===== src/rtl/sync_t_downcounter_nonlinear_if.sv =====
// Control/status bundle for the nonlinear down-counter: the master drives the
// count controls and observes the counter state.
interface sync_t_downcounter_nonlinear_if;
    logic       en;
    logic       load;
    logic [3:0] load_val;
    logic [3:0] q;
    logic [2:0] idx;
    logic       tc;
    logic       err;

    modport master (
        output en,
        output load,
        output load_val,
        input  q,
        input  idx,
        input  tc,
        input  err
    );

    modport slave (
        input  en,
        input  load,
        input  load_val,
        output q,
        output idx,
        output tc,
        output err
    );
endinterface


===== src/rtl/sync_t_downcounter_nonlinear.sv =====
// Down-counter over the sequence 13,11,7,5,3,2,1 with load, illegal-load flag,
// position index and terminal count. WRAP selects wrap-to-13 or saturate at 1.
module sync_t_downcounter_nonlinear #(
    parameter int WRAP = 1
) (
    input  logic clk,
    input  logic clear,
    sync_t_downcounter_nonlinear_if.slave bus
);
    // Element gi of the sequence sits at bits [gi*4 +: 4]; element 0 is 13.
    localparam logic [27:0] SEQ = {4'd1, 4'd2, 4'd3, 4'd5, 4'd7, 4'd11, 4'd13};
    localparam logic [3:0]  TOP = 4'd13;

    logic [3:0] q_q, q_d;
    logic       err_q, err_d;
    logic [6:0] q_hit;
    logic [6:0] ld_hit;
    logic [3:0] step_val;
    logic [2:0] idx_c;

    genvar gi;
    generate
        for (gi = 0; gi < 7; gi++) begin : g_match
            assign q_hit[gi]  = (q_q == SEQ[gi*4 +: 4]);
            assign ld_hit[gi] = (bus.load_val == SEQ[gi*4 +: 4]);
        end
    endgenerate

    // Successor of the current value; anything illegal recovers to the top.
    always_comb begin
        step_val = TOP;
        for (int k = 0; k < 6; k++) begin
            if (q_hit[k]) step_val = SEQ[(k+1)*4 +: 4];
        end
        if (q_hit[6]) step_val = (WRAP != 0) ? TOP : 4'd1;
    end

    always_comb begin
        idx_c = 3'd7;
        for (int k = 0; k < 7; k++) begin
            if (q_hit[k]) idx_c = k[2:0];
        end
    end

    always_comb begin
        q_d   = q_q;
        err_d = 1'b0;
        if (bus.load) begin
            if (|ld_hit) begin
                q_d = bus.load_val;
            end else begin
                q_d   = TOP;
                err_d = 1'b1;
            end
        end else if (bus.en) begin
            q_d = step_val;
        end
    end

    always_ff @(posedge clk) begin
        if (clear) begin
            q_q   <= TOP;
            err_q <= 1'b0;
        end else begin
            q_q   <= q_d;
            err_q <= err_d;
        end
    end

    assign bus.q   = q_q;
    assign bus.err = err_q;
    assign bus.idx = idx_c;
    assign bus.tc  = q_hit[6] & bus.en & ~bus.load & ~clear;
endmodule

===== src/flat_wrapper.sv =====
// flat-port wrapper written by rule: the top's interface ports become plain ports
module sync_t_downcounter_nonlinear_flat 
#(
    parameter int WRAP = 1
)
  (clk, clear, bus_en, bus_load, bus_load_val, bus_q, bus_idx, bus_tc, bus_err);
  sync_t_downcounter_nonlinear_if bus_i ();
  input  logic clk;
  input  logic clear;
  input wire logic [$bits(bus_i.en)-1:0] bus_en;
  input wire logic [$bits(bus_i.load)-1:0] bus_load;
  input wire logic [$bits(bus_i.load_val)-1:0] bus_load_val;
  output wire logic [$bits(bus_i.q)-1:0] bus_q;
  output wire logic [$bits(bus_i.idx)-1:0] bus_idx;
  output wire logic [$bits(bus_i.tc)-1:0] bus_tc;
  output wire logic [$bits(bus_i.err)-1:0] bus_err;
  assign bus_i.en = bus_en;
  assign bus_i.load = bus_load;
  assign bus_i.load_val = bus_load_val;
  assign bus_q = bus_i.q;
  assign bus_idx = bus_i.idx;
  assign bus_tc = bus_i.tc;
  assign bus_err = bus_i.err;
  sync_t_downcounter_nonlinear #(.WRAP(WRAP)) u_core (.clk(clk), .clear(clear), .bus(bus_i));
endmodule

===== config.mk =====
export PLATFORM = sky130hd
export DESIGN_NAME = sync_t_downcounter_nonlinear_flat
export DESIGN_NICKNAME = d
export VERILOG_FILES = /design/src/rtl/sync_t_downcounter_nonlinear_if.sv /design/src/rtl/sync_t_downcounter_nonlinear.sv /design/src/flat_wrapper.sv
export SDC_FILE = /design/constraint.sdc
export NUM_CORES = 1
export LEC_CHECK = 0
export CAP_MARGIN = 10
export CORE_AREA = 2 2 39 41
export DETAILED_ROUTE_END_ITERATION = 6
export DIE_AREA = 0 0 41 43
export MAX_ROUTING_LAYER = met4
export PLACE_DENSITY = 0.69
export RECOVER_POWER = 50
export SYNTH_ARGS = -nofsm -noshare
export SYNTH_HDL_FRONTEND = slang
export SYNTH_SLANG_ARGS = --single-unit

===== constraint.sdc =====
create_clock -name clk -period 1.7 [get_ports clk]
set_clock_uncertainty 0.1 [all_clocks]
set_input_delay 0.425 -clock clk [delete_from_list [all_inputs] [get_ports clk]]
set_output_delay 0.425 -clock clk [all_outputs]
set_load 0.03 [all_outputs]

==> results.txt <==
- The flow ran to the end, but the final reports show violations.
* Violated checks: setup timing
- Clock tree from TritonCTS: yes
* Maximum clock insertion buffer count: 2
- Detailed-route vias per instance: 4.84
- Of the total power, the clock network draws 27.8%.
* Post-detailed-placement cell area: 689 sq um
- Overall die height: 43 um
- Clock tree synthesis found a total of 5 sinks.
- The final count of pins violating max slew came to 0.
- Launch instance of the worst register-to-register path: u_core.bus.q[2]
- Most common cell after layout, fill and taps aside: sky130_fd_sc_hd__buf_4
- Power share of the combinational group: 47.3%
- Timing analysis after detailed placement gives a worst setup slack of -0.654 ns.
* Htree depth: 1
- Row count: 14
* Antenna diode count: 0
- Post-synth cell types: 26
* Die area: 1760 sq um
- Detailed-router iteration count before antenna repair: 4
- GR Overflow Total: 0
- Filler instances: 137
* Cells on Worst Hold Path: 3
- Summed over all cells, the static leakage comes to 0.371 nW.
* Overall track demand over capacity in global routing: 14.9%
- Final design area excluding fillers: 790 sq um
* Via count of the first global-routing pass: 437
- Synth-to-layout area growth: 97.2%
- Clock transition at path regs: 0.05 ns
- Commonest cells after routing, fill and taps aside: sky130_fd_sc_hd__buf_4 (17), sky130_fd_sc_hd__nand2_1 (7), sky130_fd_sc_hd__buf_6 (7)
- Kind of end point of the critical path: output port
- Global-route wire length before repair: 1.75 mm
- At the end of the flow, the number of nets in the layout was 96.
- Dividing the final minimum period by the clock period gives 121%.
* Combined area of all synthesized cells: 400 sq um
* Worst min-delay path endpoint: u_core.bus.q[1]
- The worst hold path belongs to the class in2reg.
- Least-Margin Pin Slew: 0.299 ns
* Post-layout instance count excluding filler cells: 103
- Setup repair after global routing could not meet its margin everywhere.
* Effective utilization at floorplan: 28.9%
- Entering global routing, the biggest net connects 10 pins.
* Internal Power: 343 uW
- Data on the critical path arrives at its endpoint at 1.53 ns.
- Synthesis produced 50 cells.
- The cell sitting at the root of the clock tree is a sky130_fd_sc_hd__clkbuf_4.
- Net count of the mapped netlist: 58
- Avg Inst Size Synth: 8.01 sq um
- Beginning of the worst hold path: bus_load
- Setup violations remaining at the end of the flow were counted as 4.
- Cells with a size suffix above 1 make up 47.1% of the layout.
- Measured along the x axis, the die boundary spans 41 um.
- Power spread over the standard cell area amounts to 661 nW/um^2.
- The detail route stage leaves a number of antenna-violating nets equal to 0.
- Based on the critical path, the design can be clocked at up to 0.486 GHz.
* Final worst-path setup slack: -0.358 ns
- The routed design could run at a clock period as short as 2.06 ns.
- Max transition margin: 79.9%
- After legalization and detailed placement, the total HPWL measured 878 um.
- The detailed router finished its first iteration with 4 violations.
- Antenna violations before repair: 0
- Summing internal, switching and leakage power gives 522 uW.
- Synthesis warning total: 0
* Total clock buffers created by CTS: 3
- 17 I/O pins were placed.
- For the worst setup path, the data required time is 1.17 ns.
- Minimum setup slack among reg-to-reg paths: 0.09 ns
* Count of vias placed by the detailed router: 499
- VDD sags by at most 0.381 mV.
- The setup path with the least slack is of type reg2out.
- Register share of total power: 24.9%
* Remaining routing DRC violations: 0
- Worst-Skew Late Latency: 0.25 ns
- Crit path launch type: flip-flop
- Tightest hold margin: 0.474 ns
- The congestion estimate from routability-driven global placement came to 0.794.
- Synthesis inferred 5 register bits.
- In the final routed layout, each cell accounts on average for 11.1 um.
- Number of input and output port buffers inserted: 16
- Switching Power: 179 uW
* End of the worst register-to-register path: u_core.bus.q[1]
* Worst R2R Path Depth: 8
- The final count of hold timing violations is 0.
- Of the total power, the share spent switching nets is 34.3%.
* Max cap viols: 0
- Total Routed Length: 1.14 mm
* Placeable core region: 1380 sq um
- After detailed placement, the design holds a cell count of 95.
- Sequential fraction of the synthesis area: 25.0%
- Of all nets on the critical path, the largest fanout is 2.
## flip-flops by register name (all words and copies together), names as in the netlist
name	count
u_core.bus.err	1
u_core.bus.q	4
## synth_stat cells
library cell                number  area, sq um
sky130_fd_sc_hd__nor2_2          1         6.26
sky130_fd_sc_hd__a211o_1         2         17.5
sky130_fd_sc_hd__or4b_4          1         13.8
sky130_fd_sc_hd__o21ai_0         2         10.0
sky130_fd_sc_hd__a21bo_2         1         10.0
sky130_fd_sc_hd__xnor2_1         2         17.5
sky130_fd_sc_hd__nand2b_1        4         25.0
sky130_fd_sc_hd__nor4b_1         1         8.76
sky130_fd_sc_hd__a311oi_1        1         8.76
sky130_fd_sc_hd__a21o_1          1         7.51
sky130_fd_sc_hd__o22ai_1         1         6.26
sky130_fd_sc_hd__a221oi_1        1         8.76
sky130_fd_sc_hd__a31oi_1         1         6.26
sky130_fd_sc_hd__buf_4           1         7.51
sky130_fd_sc_hd__a2bb2oi_1       2         17.5
sky130_fd_sc_hd__and3_1          1         6.26
sky130_fd_sc_hd__dfxtp_1         5          100
sky130_fd_sc_hd__and2b_2         1         8.76
sky130_fd_sc_hd__inv_1           2         7.51
sky130_fd_sc_hd__a21oi_1         2         10.0
sky130_fd_sc_hd__nor2_1          4         15.0
sky130_fd_sc_hd__buf_6           2         22.5
sky130_fd_sc_hd__nand2_1         7         26.3
sky130_fd_sc_hd__nor2b_1         1         6.26
sky130_fd_sc_hd__o31a_1          2         17.5
sky130_fd_sc_hd__o32ai_1         1         8.76
## per-layer routing
layer	GRT usage (%)	vias up	wire [um]	part of all wire, %
met5	-	-	0	0
met1	16.4	220	483	42
met4	10.0	0	22	1.9
met3	1.57	2	49	4.3
met2	23.8	17	588	51
li1	-	260	-	-
## cell families (layout without fill, tap and decap cells)
kind of cell	after synthesis	in the layout	synth area share, %
AND/OR/NAND/NOR	21	21	29.1
AO/OA/AOI/OAI	17	17	32.2
flip-flops	5	5	25.0
buffers and inverters	5	42	9.38
XOR/XNOR	2	2	4.38
## layout make-up
type	instances	area, sq um	area share (%)
timing repair buffer	36	317	40.1
multi-input combinational	40	310	39.3
sequential	5	109	13.8
clock buffer	4	26.3	3.33
inverter	2	7.51	0.951
tap	16	20.0	2.54
## timing repair
action / CTS / global route
setup buffers: 3 / 2
hold buffers: 0 / 0
pin swaps: 6 / 4
endpoints found under the setup margin: 9 / 8
gates resized for setup: 16 / 7
## power by group through the flow
stage               Clock, mW  Combinational [mW]  Sequential (mW)
finish                  0.145               0.247            0.130
global route            0.153               0.266            0.131
CTS                     0.142               0.235            0.130
detailed placement          0               0.216            0.132
global placement            0               0.213            0.131
floorplan                   0               0.101            0.151
## critical path, stage by stage (launching register included)
cell and delay [ns]:
sky130_fd_sc_hd__dfxtp_2 0.31, sky130_fd_sc_hd__or4b_4 0.53, sky130_fd_sc_hd__nor4b_4 0.27, sky130_fd_sc_hd__buf_6 0.16
## worst max-delay path by stage
stage / from / to / slack, ns / cells after the start
after floorplan: u_core.bus.q[3] / bus_tc / -0.36 / 3
after global placement: bus_load / bus_tc / -0.64 / 4
after detailed placement: bus_load / bus_tc / -0.65 / 4
after CTS: u_core.bus.q[2] / bus_tc / -0.39 / 3
after global routing: u_core.bus.q[2] / bus_tc / -0.39 / 3
final: u_core.bus.q[2] / bus_tc / -0.36 / 3
## per-stage QoR
stage / setup TNS, ns / util, %
final: -0.726 / 57.1
after global routing: -1.14 / 57.1
after CTS: -0.727 / 54.7
after detailed placement: -1.74 / 49.8
after global placement: -1.66 / 49.8
after floorplan: -0.364 / -
(Power assumes the default switching activity.)
